**config.mk**
```make
export PLATFORM = sky130hd
export DESIGN_NAME = exe_fwd_ctrl_flat
export DESIGN_NICKNAME = d
export VERILOG_FILES = /design/src/rtl/exe_fwd_ctrl_pkg.sv /design/src/rtl/exe_fwd_ctrl_if.sv /design/src/rtl/exe_fwd_ctrl_hazard_detect.sv /design/src/rtl/exe_fwd_ctrl.sv /design/src/flat_wrapper.sv
export SDC_FILE = /design/constraint.sdc
export NUM_CORES = 1
export LEC_CHECK = 0
export CELL_PAD_IN_SITES_DETAIL_PLACEMENT = 0
export CELL_PAD_IN_SITES_GLOBAL_PLACEMENT = 2
export CORE_MARGIN = 5
export CORE_UTILIZATION = 28
export CTS_BUF_LIST = sky130_fd_sc_hd__clkbuf_2 sky130_fd_sc_hd__clkbuf_4 sky130_fd_sc_hd__clkbuf_8
export CTS_CLUSTER_DIAMETER = 120
export DETAILED_ROUTE_END_ITERATION = 10
export PLACE_DENSITY_LB_ADDON = 0.1
export SLEW_MARGIN = 10
export SYNTH_ARGS = -nofsm -noshare
export SYNTH_HDL_FRONTEND = slang
export SYNTH_SLANG_ARGS = --single-unit
export TNS_END_PERCENT = 10
```
**constraint.sdc**
```tcl
create_clock -name clk -period 2.8 [get_ports clk]
set_input_delay 0.28 -clock clk [delete_from_list [all_inputs] [get_ports clk]]
set_output_delay 0.28 -clock clk [all_outputs]
set_load 0.02 [all_outputs]
```
**src/rtl/exe_fwd_ctrl_pkg.sv**
```systemverilog
// Shared EXE-stage control definitions: forwarding select encodings, stall FSM
// states and default widths, used by the forwarding controller and the EXE operand mux.
package exe_fwd_ctrl_pkg;

    localparam int EXE_REG_ADDR_W = 5;
    localparam int EXE_CNT_W      = 16;

    typedef enum logic [1:0] {
        FWD_SEL_REG = 2'b00,
        FWD_SEL_MEM = 2'b01,
        FWD_SEL_WB  = 2'b10
    } fwd_sel_e;

    typedef enum logic [1:0] {
        ST_RUN    = 2'b00,
        ST_STALL1 = 2'b01,
        ST_STALL2 = 2'b10
    } stall_state_e;

    // EXE holds the younger producer, so its result wins over MEM's.
    function automatic fwd_sel_e fwd_pick(input logic match_e, input logic match_m);
        fwd_sel_e sel;
        if (match_e) begin
            sel = FWD_SEL_MEM;
        end else if (match_m) begin
            sel = FWD_SEL_WB;
        end else begin
            sel = FWD_SEL_REG;
        end
        return sel;
    endfunction

endpackage

```
**src/rtl/exe_fwd_ctrl_if.sv**
```systemverilog
// Bundle of pipeline-side inputs and forwarding/stall outputs of the controller.
interface exe_fwd_ctrl_if
    import exe_fwd_ctrl_pkg::*;
#(
    parameter int REG_ADDR_W = EXE_REG_ADDR_W,
    parameter int CNT_W      = EXE_CNT_W
);
    logic                  fwd_en;
    logic                  freeze;
    logic                  flush;
    logic [REG_ADDR_W-1:0] id_src1;
    logic [REG_ADDR_W-1:0] id_src2;
    logic                  id_src2_is_reg;
    logic                  id_is_store;
    logic [REG_ADDR_W-1:0] exe_dest;
    logic                  exe_wb_en;
    logic                  exe_mem_r_en;
    logic [REG_ADDR_W-1:0] mem_dest;
    logic                  mem_wb_en;
    logic                  hazard_stall;
    logic [1:0]            val1_sel;
    logic [1:0]            val2_sel;
    logic [1:0]            st_val_sel;
    logic [CNT_W-1:0]      stall_count;
    logic                  stall_err;

    modport master (
        output fwd_en, freeze, flush, id_src1, id_src2, id_src2_is_reg, id_is_store,
               exe_dest, exe_wb_en, exe_mem_r_en, mem_dest, mem_wb_en,
        input  hazard_stall, val1_sel, val2_sel, st_val_sel, stall_count, stall_err
    );

    modport slave (
        input  fwd_en, freeze, flush, id_src1, id_src2, id_src2_is_reg, id_is_store,
               exe_dest, exe_wb_en, exe_mem_r_en, mem_dest, mem_wb_en,
        output hazard_stall, val1_sel, val2_sel, st_val_sel, stall_count, stall_err
    );
endinterface

```
**src/rtl/exe_fwd_ctrl_hazard_detect.sv**
```systemverilog
// Combinational RAW hazard detection and next-cycle forwarding select generation.
module hazard_detect
    import exe_fwd_ctrl_pkg::*;
#(
    parameter int REG_ADDR_W = EXE_REG_ADDR_W
) (
    input  logic                  i_fwd_en,
    input  logic                  i_flush,
    input  logic [REG_ADDR_W-1:0] i_id_src1,
    input  logic [REG_ADDR_W-1:0] i_id_src2,
    input  logic                  i_id_src2_is_reg,
    input  logic                  i_id_is_store,
    input  logic [REG_ADDR_W-1:0] i_exe_dest,
    input  logic                  i_exe_wb_en,
    input  logic                  i_exe_mem_r_en,
    input  logic [REG_ADDR_W-1:0] i_mem_dest,
    input  logic                  i_mem_wb_en,
    output logic                  o_hazard_stall,
    output fwd_sel_e              o_val1_sel_nxt,
    output fwd_sel_e              o_val2_sel_nxt,
    output fwd_sel_e              o_st_val_sel_nxt
);
    localparam logic [REG_ADDR_W-1:0] REG_ZERO = {REG_ADDR_W{1'b0}};

    logic w_e1_s;
    logic w_e2_s;
    logic w_m1_s;
    logic w_m2_s;
    logic w_src2_needed_s;
    logic w_raw_stall_s;

    // Match flags, raw stall and the select values to load into EXE on the next edge.
    always_comb begin
        w_e1_s          = i_exe_wb_en & (i_exe_dest == i_id_src1) & (i_id_src1 != REG_ZERO);
        w_e2_s          = i_exe_wb_en & (i_exe_dest == i_id_src2) & (i_id_src2 != REG_ZERO);
        w_m1_s          = i_mem_wb_en & (i_mem_dest == i_id_src1) & (i_id_src1 != REG_ZERO);
        w_m2_s          = i_mem_wb_en & (i_mem_dest == i_id_src2) & (i_id_src2 != REG_ZERO);
        w_src2_needed_s = i_id_src2_is_reg | i_id_is_store;

        if (i_fwd_en) begin
            // With forwarding only a load in EXE is too late to bypass.
            w_raw_stall_s = i_exe_mem_r_en & (w_e1_s | (w_src2_needed_s & w_e2_s));
        end else begin
            w_raw_stall_s = w_e1_s | w_m1_s | (w_src2_needed_s & (w_e2_s | w_m2_s));
        end

        o_hazard_stall = w_raw_stall_s & ~i_flush;

        o_val1_sel_nxt   = FWD_SEL_REG;
        o_val2_sel_nxt   = FWD_SEL_REG;
        o_st_val_sel_nxt = FWD_SEL_REG;
        if (i_fwd_en & ~o_hazard_stall & ~i_flush) begin
            o_val1_sel_nxt = fwd_pick(w_e1_s, w_m1_s);
            if (i_id_src2_is_reg) begin
                o_val2_sel_nxt = fwd_pick(w_e2_s, w_m2_s);
            end else begin
                o_val2_sel_nxt = FWD_SEL_REG;
            end
            if (i_id_is_store) begin
                o_st_val_sel_nxt = fwd_pick(w_e2_s, w_m2_s);
            end else begin
                o_st_val_sel_nxt = FWD_SEL_REG;
            end
        end else begin
            o_val1_sel_nxt   = FWD_SEL_REG;
            o_val2_sel_nxt   = FWD_SEL_REG;
            o_st_val_sel_nxt = FWD_SEL_REG;
        end
    end

endmodule

```
**src/rtl/exe_fwd_ctrl.sv**
```systemverilog
// EXE forwarding controller: registered operand selects, stall-length FSM with
// sticky overrun flag, and saturating stall-cycle counter.
module exe_fwd_ctrl
    import exe_fwd_ctrl_pkg::*;
#(
    parameter int REG_ADDR_W = EXE_REG_ADDR_W,
    parameter int CNT_W      = EXE_CNT_W
) (
    input  logic         clk,
    input  logic         rst_n,
    exe_fwd_ctrl_if.slave bus
);
    localparam logic [CNT_W-1:0] CNT_MAX = {CNT_W{1'b1}};

    logic         w_hazard_s;
    fwd_sel_e     w_val1_nxt_s;
    fwd_sel_e     w_val2_nxt_s;
    fwd_sel_e     w_st_nxt_s;

    fwd_sel_e     r_val1_sel;
    fwd_sel_e     r_val2_sel;
    fwd_sel_e     r_st_val_sel;
    logic [CNT_W-1:0] r_stall_count;
    logic         r_stall_err;
    stall_state_e r_state;

    hazard_detect #(.REG_ADDR_W(REG_ADDR_W)) u_hazard_detect (
        .i_fwd_en         (bus.fwd_en),
        .i_flush          (bus.flush),
        .i_id_src1        (bus.id_src1),
        .i_id_src2        (bus.id_src2),
        .i_id_src2_is_reg (bus.id_src2_is_reg),
        .i_id_is_store    (bus.id_is_store),
        .i_exe_dest       (bus.exe_dest),
        .i_exe_wb_en      (bus.exe_wb_en),
        .i_exe_mem_r_en   (bus.exe_mem_r_en),
        .i_mem_dest       (bus.mem_dest),
        .i_mem_wb_en      (bus.mem_wb_en),
        .o_hazard_stall   (w_hazard_s),
        .o_val1_sel_nxt   (w_val1_nxt_s),
        .o_val2_sel_nxt   (w_val2_nxt_s),
        .o_st_val_sel_nxt (w_st_nxt_s)
    );

    // Operand select registers follow the instruction into EXE.
    always_ff @(posedge clk or negedge rst_n) begin
        if (!rst_n) begin
            r_val1_sel   <= FWD_SEL_REG;
            r_val2_sel   <= FWD_SEL_REG;
            r_st_val_sel <= FWD_SEL_REG;
        end else if (!bus.freeze) begin
            r_val1_sel   <= w_val1_nxt_s;
            r_val2_sel   <= w_val2_nxt_s;
            r_st_val_sel <= w_st_nxt_s;
        end else begin
            r_val1_sel   <= r_val1_sel;
            r_val2_sel   <= r_val2_sel;
            r_st_val_sel <= r_st_val_sel;
        end
    end

    // Saturating count of non-frozen stall cycles.
    always_ff @(posedge clk or negedge rst_n) begin
        if (!rst_n) begin
            r_stall_count <= {CNT_W{1'b0}};
        end else if (!bus.freeze && w_hazard_s && (r_stall_count != CNT_MAX)) begin
            r_stall_count <= r_stall_count + {{(CNT_W-1){1'b0}}, 1'b1};
        end else begin
            r_stall_count <= r_stall_count;
        end
    end

    // Stall-length FSM; a third consecutive stall cycle latches the error flag.
    always_ff @(posedge clk or negedge rst_n) begin
        if (!rst_n) begin
            r_state     <= ST_RUN;
            r_stall_err <= 1'b0;
        end else if (!bus.freeze) begin
            case (r_state)
                ST_RUN: begin
                    r_state <= w_hazard_s ? ST_STALL1 : ST_RUN;
                end
                ST_STALL1: begin
                    r_state <= w_hazard_s ? ST_STALL2 : ST_RUN;
                end
                ST_STALL2: begin
                    if (w_hazard_s) begin
                        r_state     <= ST_STALL2;
                        r_stall_err <= 1'b1;
                    end else begin
                        r_state     <= ST_RUN;
                    end
                end
                default: begin
                    r_state <= ST_RUN;
                end
            endcase
        end else begin
            r_state     <= r_state;
            r_stall_err <= r_stall_err;
        end
    end

    assign bus.hazard_stall = w_hazard_s;
    assign bus.val1_sel     = r_val1_sel;
    assign bus.val2_sel     = r_val2_sel;
    assign bus.st_val_sel   = r_st_val_sel;
    assign bus.stall_count  = r_stall_count;
    assign bus.stall_err    = r_stall_err;

endmodule

```
**src/flat_wrapper.sv**
```systemverilog
// flat-port wrapper written by rule: the top's interface ports become plain ports
module exe_fwd_ctrl_flat import exe_fwd_ctrl_pkg::*;
#(
    parameter int REG_ADDR_W = EXE_REG_ADDR_W,
    parameter int CNT_W      = EXE_CNT_W
)
  (clk, rst_n, bus_fwd_en, bus_freeze, bus_flush, bus_id_src1, bus_id_src2, bus_id_src2_is_reg, bus_id_is_store, bus_exe_dest, bus_exe_wb_en, bus_exe_mem_r_en, bus_mem_dest, bus_mem_wb_en, bus_hazard_stall, bus_val1_sel, bus_val2_sel, bus_st_val_sel, bus_stall_count, bus_stall_err);
  exe_fwd_ctrl_if #(.REG_ADDR_W(REG_ADDR_W), .CNT_W(CNT_W)) bus_i ();
  input  logic clk;
  input  logic rst_n;
  input wire logic [$bits(bus_i.fwd_en)-1:0] bus_fwd_en;
  input wire logic [$bits(bus_i.freeze)-1:0] bus_freeze;
  input wire logic [$bits(bus_i.flush)-1:0] bus_flush;
  input wire logic [$bits(bus_i.id_src1)-1:0] bus_id_src1;
  input wire logic [$bits(bus_i.id_src2)-1:0] bus_id_src2;
  input wire logic [$bits(bus_i.id_src2_is_reg)-1:0] bus_id_src2_is_reg;
  input wire logic [$bits(bus_i.id_is_store)-1:0] bus_id_is_store;
  input wire logic [$bits(bus_i.exe_dest)-1:0] bus_exe_dest;
  input wire logic [$bits(bus_i.exe_wb_en)-1:0] bus_exe_wb_en;
  input wire logic [$bits(bus_i.exe_mem_r_en)-1:0] bus_exe_mem_r_en;
  input wire logic [$bits(bus_i.mem_dest)-1:0] bus_mem_dest;
  input wire logic [$bits(bus_i.mem_wb_en)-1:0] bus_mem_wb_en;
  output wire logic [$bits(bus_i.hazard_stall)-1:0] bus_hazard_stall;
  output wire logic [$bits(bus_i.val1_sel)-1:0] bus_val1_sel;
  output wire logic [$bits(bus_i.val2_sel)-1:0] bus_val2_sel;
  output wire logic [$bits(bus_i.st_val_sel)-1:0] bus_st_val_sel;
  output wire logic [$bits(bus_i.stall_count)-1:0] bus_stall_count;
  output wire logic [$bits(bus_i.stall_err)-1:0] bus_stall_err;
  assign bus_i.fwd_en = bus_fwd_en;
  assign bus_i.freeze = bus_freeze;
  assign bus_i.flush = bus_flush;
  assign bus_i.id_src1 = bus_id_src1;
  assign bus_i.id_src2 = bus_id_src2;
  assign bus_i.id_src2_is_reg = bus_id_src2_is_reg;
  assign bus_i.id_is_store = bus_id_is_store;
  assign bus_i.exe_dest = bus_exe_dest;
  assign bus_i.exe_wb_en = bus_exe_wb_en;
  assign bus_i.exe_mem_r_en = bus_exe_mem_r_en;
  assign bus_i.mem_dest = bus_mem_dest;
  assign bus_i.mem_wb_en = bus_mem_wb_en;
  assign bus_hazard_stall = bus_i.hazard_stall;
  assign bus_val1_sel = bus_i.val1_sel;
  assign bus_val2_sel = bus_i.val2_sel;
  assign bus_st_val_sel = bus_i.st_val_sel;
  assign bus_stall_count = bus_i.stall_count;
  assign bus_stall_err = bus_i.stall_err;
  exe_fwd_ctrl #(.REG_ADDR_W(REG_ADDR_W), .CNT_W(CNT_W)) u_core (.clk(clk), .rst_n(rst_n), .bus(bus_i));
endmodule
```
* Word level (Yosys, flattened, before mapping)
Index checks and enable logic that the tools add are counted.
Storage, ports and cells: flip-flop bits (word level) 25, input port bits 30, output and inout bits 24, word-level logic and storage cells 57
Cells by class: add/sub/neg operators 1, equality and inequality tests 7, mux-type cells 13, bitwise operators 22, reductions and logical operators 8
Operators by type and width (number):
- == test 5 bit | 4
- two-way mux 2 bit | 10
- adder 16 x 1 -> 16 bit, second input constant | 1
- != test 16 bit, second input constant | 1
- AND 1 bit | 14
- nonzero test 5 bit | 2
- bitwise OR 1 bit | 5
- one-hot mux 2 bit (2 select lines) | 1
- inverter 1 bit | 3
- AND reduction 3 bit | 1
- == test 2 x 1 -> 1 bit, second input constant | 1
- == test 2 bit, second input constant | 1
- logical AND 1 bit | 2
- zero test 2 bit | 1
- two-way mux 1 bit | 2
- OR reduction 2 bit | 1
- zero test 1 bit | 1

* Logic depth before layout (Yosys ltp)
Gate-level depths: netlist (run 1).
depth in word-level cells 12, mapped depth 8, mapped depth without buffers 7

* Modules after synthesis
From an unflattened synthesis (run 1), not the netlist that was laid out.
Unflattened totals: cell total of the unflattened synthesis 158, area, all modules 1570.3 um^2
Modules (own cells, without submodules):
- exe_fwd_ctrl | instances 1, cells an instance 104, area an instance 1197.4 um^2, sequential area each 625.6 um^2
- hazard_detect | instances 1, cells an instance 54, area an instance 372.9 um^2, sequential area each 0.0 um^2

* Worst setup path before layout (run 1)
No wires, ideal clock.
path kind flip-flop to flip-flop, start register u_core.r_stall_count[0], in the netlist u_core.bus.stall_count[0], end register u_core.r_stall_count[4], in the netlist u_core.bus.stall_count[4], setup time 130 ps, arrival time 1969 ps, required time 2670 ps, slack 702 ps, stages on the path, launching flop included 9, path buffers 1, clock period less this slack 2098 ps, path through dfrtp_1 -> ha_1 -> and4_1 -> a311oi_1 -> o41ai_2 -> a21oi_2 -> buf_6 -> nand4_1 -> xnor2_1
On the way: cells in the longest elaborated chain, start to end 2, elaborated cells between the ends (all ways) 3, those cells by class add/sub: 1; eq/ne: 1; reduce/logical: 1
Ends and longest elaborated chain:
- start, declared | RTL line exe_fwd_ctrl.sv:23 | logic [CNT_W-1:0] r_stall_count;
- start signal, assigned | RTL line exe_fwd_ctrl.sv:65 | r_stall_count <= {CNT_W{1'b0}};
- start signal, assigned | RTL line exe_fwd_ctrl.sv:67 | r_stall_count <= r_stall_count + {{(CNT_W-1){1'b0}}, 1'b1};
- start signal, assigned | RTL line exe_fwd_ctrl.sv:69 | r_stall_count <= r_stall_count;
- parallel branches: the longest is 2 deep, another holds adder 16 x 1 -> 16 bit
Parallel ways; which one is timed is not known. A chain may end at the register's enable or synchronous reset.

* Worst setup path after layout (run 1)
start input bus_id_src2[3], end register u_core.r_stall_count[1], in the netlist u_core.bus.stall_count[1]
On the way: cells in the longest elaborated chain, start to end 10, elaborated cells between the ends (all ways) 17, those cells by class eq/ne: 2; mux: 1; bitwise: 11; reduce/logical: 3
Ends and longest elaborated chain:
- start, declared | RTL line flat_wrapper.sv:15 | input wire logic [$bits(bus_i.id_src2)-1:0] bus_id_src2;
- == test 5 bit (on tied branches) | RTL line exe_fwd_ctrl_hazard_detect.sv:35, exe_fwd_ctrl_hazard_detect.sv:37
- AND 1 bit (on tied branches) (2 in series) | RTL line exe_fwd_ctrl_hazard_detect.sv:35, exe_fwd_ctrl_hazard_detect.sv:37
- bitwise OR 1 bit or AND 1 bit (tied branches) | RTL line exe_fwd_ctrl_hazard_detect.sv:44, exe_fwd_ctrl_hazard_detect.sv:42
- AND 1 bit or bitwise OR 1 bit (tied branches) | RTL line exe_fwd_ctrl_hazard_detect.sv:44, exe_fwd_ctrl_hazard_detect.sv:42
- bitwise OR 1 bit or AND 1 bit (tied branches) | RTL line exe_fwd_ctrl_hazard_detect.sv:44, exe_fwd_ctrl_hazard_detect.sv:42
- two-way mux 1 bit (*) | RTL line exe_fwd_ctrl_hazard_detect.sv:40 | if (i_fwd_en) begin
- AND 1 bit (*) | RTL line exe_fwd_ctrl_hazard_detect.sv:47 | o_hazard_stall = w_raw_stall_s & ~i_flush;
- logical AND 1 bit (*) (2 in series) | RTL line exe_fwd_ctrl.sv:66 | end else if (!bus.freeze && w_hazard_s && (r_stall_count != CNT_MAX)) begin
Every way passes the cells marked *; elsewhere a longest branch is shown, timed or not.

==> summary by stage, run 1 <==
Clocking
In this run, CTS created clock tree buffers numbering 3. The cell at the root of the clock tree is clkbuf_8. The number of levels in the clock H-tree is 1.

The number of buffers on the longest clock path is 2. CTS saw 25 sinks. The clock transition time at the flip-flop clock pins of the worst setup and hold paths is 0.08 ns. The TritonCTS clock tree is yes. The later pin in the worst-skew pair is clocked with a latency of 0.26 ns.

Pwr
The analysis attributes to cell leakage a power of 0.970 nW. The proportion of power drawn by combinational gates is 0.231. The net switching power figure is 0.000205 W. The sequential fraction of design power is 0.486.

The clock network power share is 0.283. The design internal power is 0.000582 W. The maximum vdd drop is 0.148 mV. For this design the ratio of total power to cell area is 334 nW/um^2. The switching part of the total is 0.260.

Drt
The mean number of vias per cell is 4.73. The detailed-route DRC error count is 0. The first detailed-routing pass ran for 4 iterations. The routed length per instance is 15.3 um. The final layout contains routed wiring with a total length of 4350 um. In this run, the number of DRC markers left after iteration 0 of detailed routing was 33. The total via count in the routed design is 1344. The number of routed nets with antenna violations is 0.

Global route
Entering global routing, the biggest net connects 26 pins. The wire length of the first global-routing pass is 7520 um. The global-route usage over all layers is 0.130. The number of global-route vias before repair is 1527. The number of antenna violations at the first check in global routing came to 0.

The residual overflow from global routing is 0.

Yosys
Yosys printed 0 warnings. The number of cells produced by synthesis is 138. The most used flip-flop cell after synthesis is dfrtp_1. The number of enable-type register cells in the synthesized netlist is 0. The share of synthesized flip-flops with an asynchronous set or reset is 1.00. The area of the mapped netlist is 1520 sq um. The total nets after synthesis is 172.

The netlist uses 39 different library cells. The number of synthesized register bits is 25. The share of the yosys chip area belonging to registers is 0.411. Dividing the synthesized area by the synthesized cell count gives 11.0 sq um.

Timing
Measured against its own limit, the worst slew margin works out to 0.650. Setup repair after global routing left no endpoint under its margin. The final period demand of the worst path is 2.60 ns. The count of final setup violators is 0.

Clock skew on the completed layout was measured at 0.00535 ns. At the pin with the least slew margin, the transition time is 0.520 ns. The share of the cycle needed by the critical path after routing is 0.929.

The highest attainable clock frequency is 384 MHz. The number of hold violations in the final report was 0. The number of max-slew violations in the final report is 0.

Run status
The flow ran to the end, and the final reports show no timing, DRC or antenna violations.

Final layout
With fillers left out, the area of the finished cells amounts to 2360 sq um. The final antenna diode count is 0. The sequential cells in the finished layout cover a total of 626 sq um. The number of fill cells in the layout is 518. The library cell used most frequently in the layout, excluding fill and tap cells, is clkdlybuf4s50_1. The net count of the finished layout is 249.

The library cells used most frequently in the layout, excluding fill and tap cells, are 52 x clkdlybuf4s50_1, 25 x xnor2_1, 25 x dfrtp_1, 22 x buf_4, 10 x nand4_1. The filler-free cell count of the finished design is 284. The area taken by multi-input logic gates is 891 sq um.

The area growth from synthesis to layout is 55.0%. Of the cells placed in the final design, the portion with a size suffix greater than 1 is 0.215.

Placed design
The count of placed standard cells including taps is 279. The HPWL after detailed placement is 3420 um. The final weighted congestion in routability-driven placement is 0.803.

Buffers placed on the I/O ports in this run total 53. The instance area after placement is 2280 sq um.

Min path
The path type of the worst min-delay path is input port to async pin.

Critical path
The worst setup path is captured at a register. The critical path ends at u_core.bus.stall_count[1]$_DFFE_PN0P_. STA puts the critical path data required time at 2.95 ns.

The endpoint identified for the worst register-to-register timing path is u_core.bus.stall_count[1]$_DFFE_PN0P_. The buffering stage count on the worst path with inverters included is 4. The cell with the most instances on the worst path is buf_4. The worst endpoint data arrival time is 2.76 ns.

The kind of cell with the highest combined delay along the critical path is buffers and inverters. The signal on the critical path passes through clkdlybuf4s50_1 -> buf_4 -> or4_4 -> nor2_4 -> nor4bb_4 -> buf_4 -> buf_4 -> o41ai_2 -> a21oi_4 -> mux2_2. The largest stage delay on the critical path is 0.49 ns. STA classifies the critical path startpoint as an input port. The critical path runs through a total of 10 cells.

The top fanout value on the critical path is 14. The critical path is of the input port to register type. The timing startpoint of the critical path is bus_id_src2[3]. On the critical path, the stage with the largest delay is an instance of or4_4. The startpoint of the worst register-to-register path is u_core.bus.stall_count[0]$_DFFE_PN0P_. The logic depth of the worst register-to-register path is 6. The worst-case register-to-register setup slack is 0.48 ns.

Floorplanning
The initialized floorplan defines 26 standard-cell rows. The width of the die is 83.7 um. After floorplanning, the core was sized to cover 5200 sq um. From bottom edge to top edge, the die measures 83.7 um. During I/O placement, the number of pins put on the boundary was 54. The die footprint is 7010 sq um. For this configuration, the core starts out at a cell density of 0.292.

Job
Max-cap violations in this run came to 0.
per-stage QoR:
stage               hold slack, ns  setup slack [ns]  total power (W)  TNS [ns]  utilization
floorplan                  -0.0156             0.702         0.000455         0            -
global placement             0.455            -0.175         0.000565    -0.343        0.438
detailed placement           0.462            -0.210         0.000571    -0.675        0.438
CTS                          0.378            0.0571         0.000798         0        0.448
global route                 0.405            0.0919         0.000829         0        0.453
finish                       0.376             0.198         0.000787         0        0.453
power groups by stage:
stage	combinational [W]	sequential [W]	clock (W)
floorplan	0.0000557	0.000400	0
global placement	0.000178	0.000388	0
detailed placement	0.000181	0.000390	0
CTS	0.000183	0.000383	0.000232
global route	0.000197	0.000384	0.000249
finish	0.000182	0.000382	0.000223
worst min-delay path by stage:
| stage | start | end | slack (ns) |
|---|---|---|---|
| floorplan | rst_n | u_core.bus.st_val_sel[0]$_DFFE_PN0N_ | -0.02 |
| global placement | u_core.bus.stall_err$_DFFE_PN0P_ | u_core.bus.stall_err$_DFFE_PN0P_ | 0.45 |
| detailed placement | u_core.bus.stall_err$_DFFE_PN0P_ | u_core.bus.stall_err$_DFFE_PN0P_ | 0.46 |
| CTS | rst_n | u_core.bus.stall_count[7]$_DFFE_PN0P_ | 0.38 |
| global route | rst_n | u_core.bus.stall_count[7]$_DFFE_PN0P_ | 0.40 |
| finish | rst_n | u_core.bus.stall_count[7]$_DFFE_PN0P_ | 0.38 |
kinds of logic after synthesis:
kind of cell,share of synthesized area
DFF,0.411
buffers and inverters,0.0222
adders and majority gates,0.0329
muxes,0.0148
xor gates and xnor gates,0.196
and+or+nand+nor,0.231
AOI/OAI and AO/OA,0.0921
metal layers:
| layer | vias up | track usage | wire (um) |
|---|---|---|---|
| met2 | 41 | 0.215 | 2050 |
| met3 | 2 | 0.0306 | 229 |
| met5 | - | 0 | 0 |
| met4 | 0 | 0.0249 | 18 |
| met1 | 646 | 0.173 | 2050 |
| li1 | 655 | - | - |
area by class of cell:
cell class              instances  area share
flip-flops and latches         25       0.265
inverters                       4     0.00637
clock buffers                   4      0.0207
repair buffers                 75       0.293
well taps                      70      0.0371
multi-input cells             106       0.378
cell usage after synthesis, types with 2 or more instances:
| cell type | number | area share |
|---|---|---|
| and4_1 | 2 | 0.012 |
| dfrtp_1 | 25 | 0.41 |
| xnor2_1 | 25 | 0.14 |
| inv_1 | 4 | 0.0099 |
| clkbuf_1 | 2 | 0.0049 |
| xor2_1 | 9 | 0.052 |
| a32o_1 | 3 | 0.020 |
| nor4_1 | 2 | 0.0082 |
| ha_1 | 4 | 0.033 |
| and3_1 | 7 | 0.029 |
| nand2_1 | 7 | 0.017 |
| a22o_1 | 3 | 0.017 |
| o21ai_0 | 2 | 0.0066 |
| nor2_1 | 3 | 0.0074 |
| mux2_2 | 2 | 0.015 |
| nand4_1 | 10 | 0.041 |
| nand3_1 | 6 | 0.020 |
what timing repair did:
item                                    in CTS  in global routing
pin swaps                                    0                  0
setup buffers                                0                  1
endpoints found under the setup margin       1                  1
hold buffers                                 0                  0
endpoints found under the hold margin        0                  0
gates resized for setup                      2                  5
worst register-to-register path: cells and delay by family (launching register included):
family / cells / cell delay (ns)
AOI/OAI and AO/OA: 3 / 0.90
DFF: 1 / 0.43
muxes: 1 / 0.39
and+or+nand+nor: 1 / 0.27
adders and majority gates: 1 / 0.24
sequential cells by signal, summed over array words and instances, names as in the netlist:
| signal | flops |
|---|---|
| u_core.bus.stall_count | 16 |
| u_core.bus.st_val_sel | 2 |
| u_core.bus.val1_sel | 2 |
| u_core.bus.val2_sel | 2 |
| u_core.r_state | 2 |
| u_core.bus.stall_err | 1 |
Note: power is estimated with default switching activity, not from simulation.
==> run 2, diff against run 1 <==
Settings changed: CORE_MARGIN 5 to 2, CTS_CLUSTER_SIZE set to 30.
==> run 2 against run 1 <==
Against the previous run:
- final area decreased by 0.42%
- register-to-register slack about the same
- final cell count increased by 0.35%
- combinational power about the same
- first-iteration DRC count increased by 6.1%
- sequential share of layout area increased by 0.11 points
==> summary by stage, run 2 (synthesis gave the netlist of run 1 again) <==
Floorplanning
The die height was 77.7 um (-7.2%). The total number of placement rows was 26 (unchanged). The starting utilization of the core area is 0.294 (+0.00184).

The width of the die is 77.7 um (-7.2%). The die footprint is 6040 sq um (-14%). The number of top-level design ports is 54 (unchanged). The placeable core region is 5170 sq um (-0.62%).

Global route
The wire length of the first global-routing pass is 6890 um (-8.4%). The residual overflow from global routing is 0 (unchanged). The number of antenna violations at the first check in global routing is 0 (unchanged). The largest net degree at the start of global routing was 26 (unchanged). The number of global-route vias before repair is 1427 (-6.5%).

The global-route usage over all layers was 0.141 (+0.0115).

Drt
The sum of met3 wire segment lengths after detailed routing came to 224 um (-2.2%). The number of routed nets with antenna violations is 0 (unchanged). The routed metal-1 wire length came to 1780 um (-13%). The total via count in the routed design came to 1360 (+1.2%). The routed length per instance is 14.1 um (-7.7%). The first-pass iteration count of the detailed router was 4 (unchanged). The detailed router used layers up to and including met4. The number of DRC markers after the initial detailed-route iteration came to 35 (+6.1%). The mean number of vias per cell is 4.77 (+0.84%).

The wire length on met2 came to 1960 um (-4.3%). The final wirelength is 4030 um (-7.4%). The detailed-route DRC error count is 0 (unchanged).

Min path
The path type of the worst min-delay path is input port to async pin.

Timing
The sum of negative setup slack came to 0 ns (unchanged). Setup repair after global routing left no endpoint under its margin. The final period demand of the worst path came to 2.53 ns (-0.0747 ns). The normalized max-slew margin was 0.681 (+0.0311). The count of final setup violators is 0 (unchanged). The number of max-slew violations in the final report came to 0 (unchanged). The share of the cycle needed by the critical path after routing came to 0.903 (-0.0267).

The setup clock skew after layout was 0.00396 ns (-0.00139 ns). The number of hold violations in the final report is 0 (unchanged). The slew at the pin closest to its max-slew limit came to 0.474 ns (-0.0462 ns). The highest attainable clock frequency is 396 MHz (+3.0%).

The minimum hold slack is 0.378 ns (+0.00220 ns).

Clocking
The number of buffers inserted for hold repair after clock tree synthesis is 0 (unchanged). The number of buffers on the longest clock path was 2 (unchanged). The clock latency on the worst-skew pair is 0.26 ns (about the same). The setup fix buffers added after clock tree synthesis is 0 (unchanged).

The cell at the root of the clock tree is clkbuf_8. The CTS buffer count came to 3 (unchanged). The total clock sinks is 25 (unchanged). The clock transition time at the flip-flop clock pins of the worst setup and hold paths is 0.08 ns (about the same). The number of levels in the clock H-tree is 1 (unchanged).

The TritonCTS clock tree is yes.

Placed design
The final weighted congestion in routability-driven placement is 0.766 (-4.5%). The number of buffers inserted by port buffering came to 53 (unchanged). The HPWL after detailed placement is 3180 um (-7.0%). The count of placed standard cells including taps is 281 (+0.72%).

Critical path
The worst setup path is captured at an output port. The type of element launching the critical path is an input port. The most critical setup path has its endpoint at bus_hazard_stall.

The startpoint of the worst register-to-register path is u_core.bus.stall_count[0]$_DFFE_PN0P_. The worst setup path is of the input port to output port kind. Tracing the worst setup path back leads to its startpoint at bus_id_src2[3]. The worst endpoint data arrival time was 2.25 ns (-0.51 ns). The top fanout value on the critical path is 3 (-11). The data required time at the worst endpoint is 2.52 ns (-0.43 ns). In this run the critical register-to-register path is captured at u_core.bus.stall_count[1]$_DFFE_PN0P_. The logic depth of the worst register-to-register path is 6 (unchanged). The worst-case register-to-register setup slack is 0.47 ns (about the same).

Final layout
The final layout net count is 250 (+0.40%). The filler-free cell count of the finished design was 285 (+0.35%). The synthesis-to-layout area growth is 54.4%.

The final antenna diode count was 0 (unchanged). The proportion of layout cells with a drive suffix above 1 is 0.214 (-0.00100). The library cell used most frequently in the layout, excluding fill and tap cells, is clkdlybuf4s50_1. The flip-flop count of the largest register after layout came to 16 (unchanged).

The top cell types in the final layout, fill and taps aside, are 52 x clkdlybuf4s50_1, 25 x xnor2_1, 25 x dfrtp_1, 23 x buf_4, 10 x nand4_1. The utilization after layout is 0.454 (+0.000915).

Pwr
The maximum vdd drop was 0.189 mV (+28%). The power per cell area was 328 nW/um^2 (-1.5%). The leakage power was 0.967 nW (-0.33%).

Run status
The run finished with clean final reports.

Job
The max-capacitance violation count was 0 (unchanged).
## run 2: worst max-delay path, cell delays in order
cell and delay, ns:
clkdlybuf4s50_1 0.46, xor2_1 0.20, nor4_4 0.31, nor4bb_4 0.32, nor4_2 0.09, buf_4 0.15
a211oi_2 0.22, clkbuf_2 0.21
## run 2: layer usage
layer | track usage | vias to the layer above
met4 | 0.0446 | 0
met3 | 0.0326 | 6
met2 | 0.238 | 42
li1 | - | 655
met1 | 0.179 | 657
met5 | 0 | -
## run 2: cell type report
type	instances	area [sq um]
clock buffer	3	41.3
clock inverter	1	5.00
fill	494	2820
inverter	4	15.0
multi-input combinational	106	876
sequential	25	626
tap	70	87.6
timing repair buffer	76	698
## run 2: how the worst min path moves through the flow
stage / slack (ns) / cells past startpoint / endpoint / start
2_1_floorplan: -0.02 / 0 / u_core.bus.st_val_sel[0]$_DFFE_PN0N_ / rst_n
3_3_place_gp: 0.45 / 1 / u_core.bus.stall_err$_DFFE_PN0P_ / u_core.bus.stall_err$_DFFE_PN0P_
3_5_place_dp: 0.45 / 1 / u_core.bus.stall_err$_DFFE_PN0P_ / u_core.bus.stall_err$_DFFE_PN0P_
4_1_cts: 0.38 / 2 / u_core.bus.stall_count[6]$_DFFE_PN0P_ / rst_n
5_1_grt: 0.42 / 2 / u_core.bus.stall_count[10]$_DFFE_PN0P_ / rst_n
6_report: 0.38 / 2 / u_core.bus.stall_count[6]$_DFFE_PN0P_ / rst_n
## run 2: power breakdown
part | leakage, nW | internal [W] | switching, W | total (W)
sequential | 0.348 | 0.000371 | 0.0000115 | 0.000382
combinational | 0.593 | 0.000101 | 0.0000803 | 0.000181
clock | 0.0255 | 0.0000994 | 0.000109 | 0.000208
## run 2: timing repair
item / 4_1_cts / 5_1_grt
pin swaps: 0 / 0
endpoints found under the setup margin: 1 / 2
gates resized for setup: 1 / 4
## run 2: through the flow
step / cell area, sq um / total power, W / worst slack [ns]
finish: 2350 / 0.000771 / 0.273
global route: 2350 / 0.000822 / 0.114
CTS: 2340 / 0.000789 / 0.0727
detailed placement: 2290 / 0.000572 / -0.183
global placement: 2290 / 0.000565 / -0.181
floorplan: 1520 / 0.000455 / 0.702
==> run 3, diff against run 2 <==
Settings changed: MAX_ROUTING_LAYER set to met4, PLACE_DENSITY set to 0.82, PLACE_DENSITY_LB_ADDON 0.1 to unset.
==> run 3 against run 2 <==
Against the previous run:
- first-iteration DRC count shrank 20%
- final area shrank 1.2%
- count of clock-buffer cells in the layout grew 1
- maximum frequency shrank 2.2%
- clock skew is essentially flat
- largest cell class unchanged
- via count grew 0.51%
- sequential power is essentially flat
- largest power group unchanged
==> summary by stage, run 3 (synthesis gave the netlist of run 1 again) <==
Placed design
The number of buffers inserted by port buffering is 53 (unchanged). The HPWL after detailed placement came to 3170 um (-0.31%). The pre-CTS setup slack is -0.215 ns (-0.0322 ns).

The final weighted congestion in routability-driven placement is 0.814 (+6.2%).

Clocking
The clock latency on the worst-skew pair is 0.27 ns (about the same). The total clock sinks is 25 (unchanged). The TritonCTS clock tree is yes. CTS placed an instance of clkbuf_8 at the clock tree root. The number of levels in the clock H-tree is 1 (unchanged). The setup fix buffers added after clock tree synthesis is 0 (unchanged). The clock transition time at the flip-flop clock pins of the worst setup and hold paths is 0.09 ns (about the same). The CTS buffer count is 3 (unchanged). The number of buffers on the longest clock path is 2 (unchanged).

Global route
The wire length of the first global-routing pass came to 6760 um (-1.9%). The number of antenna violations at the first check in global routing came to 0 (unchanged). The number of global-route vias before repair is 1465 (+2.7%). The largest net degree at the start of global routing is 26 (unchanged).

The residual overflow from global routing is 0 (unchanged). The global-route usage over all layers is 0.142 (+0.000572).

Floorplanning
The die footprint came to 6040 sq um (unchanged). The total number of placement rows is 26 (unchanged). The placeable core region is 5170 sq um (unchanged). The die height is 77.7 um (unchanged). The number of top-level design ports is 54 (unchanged). The width of the die is 77.7 um (unchanged). The starting utilization of the core area is 0.294 (unchanged).

Final layout
The final layout net count is 246 (-1.6%). The most common cell after layout, fill and taps aside is clkdlybuf4s50_1. The flip-flop count of the largest register after layout came to 16 (unchanged). The proportion of layout cells with a drive suffix above 1 was 0.194 (-0.0196). The synthesis-to-layout area growth is 52.5%. The library cells used most frequently in the layout, excluding fill and tap cells, are 52 x clkdlybuf4s50_1, 25 x xnor2_1, 25 x dfrtp_1, 18 x buf_4, 10 x nand4_1. The number of fill cells in the layout is 447 (-9.5%). The final antenna diode count was 0 (unchanged).

Run status
The run finished with clean final reports.

Pwr
The clock network power share is 0.285 (+0.015). The design internal power is 0.000577 W (+1.2%). The sequential fraction of design power is 0.491 (-0.005).

The power per cell area is 335 nW/um^2 (+2.0%). The net switching power figure is 0.000200 W (-0.41%). The maximum vdd drop came to 0.248 mV (+32%). The leakage power was 0.950 nW (-1.8%). The proportion of power drawn by combinational gates is 0.224 (-0.010). The switching part of the total was 0.257 (-0.00311).

Drt
The number of routed nets with antenna violations came to 0 (unchanged). The final wirelength is 4060 um (+0.67%). The first-pass iteration count of the detailed router was 4 (unchanged).

The detailed-route DRC error count came to 0 (unchanged). The mean number of vias per cell is 4.86 (+1.9%). The total via count in the routed design is 1367 (+0.51%). The routed length per instance was 14.4 um (+2.1%). The number of DRC markers after the initial detailed-route iteration is 28 (-20%).

Timing
The count of final setup violators is 0 (unchanged). The slew at the pin closest to its max-slew limit is 0.576 ns (+0.102 ns). The worst setup slack after layout was 0.215 ns (-0.0575 ns). The share of the cycle needed by the critical path after routing is 0.923 (+0.0205). The minimum hold slack was 0.367 ns (-0.0109 ns). The number of hold violations in the final report is 0 (unchanged). The setup clock skew after layout came to 0.00445 ns (+0.000484 ns). The final period demand of the worst path came to 2.58 ns (+0.0575 ns). The normalized max-slew margin is 0.612 (-0.0689). The number of max-slew violations in the final report is 0 (unchanged). The highest attainable clock frequency was 387 MHz (-2.2%). Setup repair after global routing left no endpoint under its margin.

Critical path
The worst endpoint data arrival time is 2.30 ns (+0.05 ns). The top fanout value on the critical path is 3 (unchanged). The capturing point of the worst reg2reg path is u_core.bus.stall_count[1]$_DFFE_PN0P_. The worst setup path is launched from an input port.

The worst setup path is captured at an output port. The data required time at the worst endpoint is 2.52 ns (about the same). The worst-case register-to-register setup slack is 0.64 ns (+0.17 ns). The worst setup path is of the input port to output port kind. The logic depth of the worst register-to-register path was 7 (+1).

The worst register-to-register path begins at u_core.bus.stall_count[0]$_DFFE_PN0P_. The timing startpoint of the critical path is bus_id_src2[3].

Min path
The worst hold path belongs to the class input port to async pin.

Job
The max-capacitance violation count is 0 (unchanged).
## run 3: cell types whose count changed in the layout (fill, tap and decap cells not counted), sizes merged
cell / change
clkbuf: +1
clkinv: -1
buf: -4
## run 3: worst max path at each step
| stage | cells after the start | to | slack (ns) |
|---|---|---|---|
| 3_3_place_gp | 9 | bus_hazard_stall | -0.19 |
| 3_5_place_dp | 8 | bus_hazard_stall | -0.21 |
| 4_1_cts | 8 | bus_hazard_stall | 0.06 |
| 5_1_grt | 9 | bus_hazard_stall | 0.06 |
| 2_1_floorplan | 8 | u_core.bus.stall_count[4]$_DFFE_PN0P_ | 0.70 |
| 6_report | 8 | bus_hazard_stall | 0.22 |
## run 3: area by class of cell
cell class / count / area [sq um] / share of cell area
clock buffer: 4 / 48.8 / 0.0210
inverter: 4 / 15.0 / 0.00647
multi-input combinational: 106 / 862 / 0.372
sequential: 25 / 626 / 0.270
tap: 70 / 87.6 / 0.0378
timing repair buffer: 72 / 681 / 0.293
## run 3: what timing repair did
action / CTS / global route
setup endpoints to repair: 1 / 1
gates resized for setup: 1 / 2
cloned: 0 / 0
hold buffers: 0 / 0
## run 3: per-stage QoR
step                      setup TNS, ns   util  cells  total power, W  cell area [sq um]
after global placement           -0.192  0.440    277        0.000562               2280
after detailed placement         -0.215  0.440    277        0.000563               2280
after global routing                  0  0.448    281        0.000817               2320
after floorplan                       0      -    138        0.000455               1520
final                                 0  0.448    281        0.000777               2320
after CTS                             0  0.449    281        0.000787               2320
## run 3: worst max-delay path: stages
cell	delay [ns]
clkdlybuf4s50_1	0.48
xor2_1	0.21
nor4_4	0.32
nor4bb_4	0.31
nor4_1	0.10
buf_4	0.17
a211oi_2	0.23
clkbuf_2	0.21
## run 3: metal layers
layer | vias up | routed length [um] | global-route usage
li1 | 651 | - | -
met4 | 0 | 65 | 0.0429
met3 | 8 | 265 | 0.0326
met2 | 51 | 1860 | 0.228
met5 | - | 0 | -
met1 | 657 | 1870 | 0.178
## run 3: power groups by stage
| stage | clock network, W | registers, W | logic (W) |
|---|---|---|---|
| global placement | 0 | 0.000388 | 0.000174 |
| global route | 0.000244 | 0.000384 | 0.000189 |
| CTS | 0.000229 | 0.000382 | 0.000176 |
| detailed placement | 0 | 0.000388 | 0.000175 |
| floorplan | 0 | 0.000400 | 0.0000557 |
| finish | 0.000222 | 0.000382 | 0.000174 |
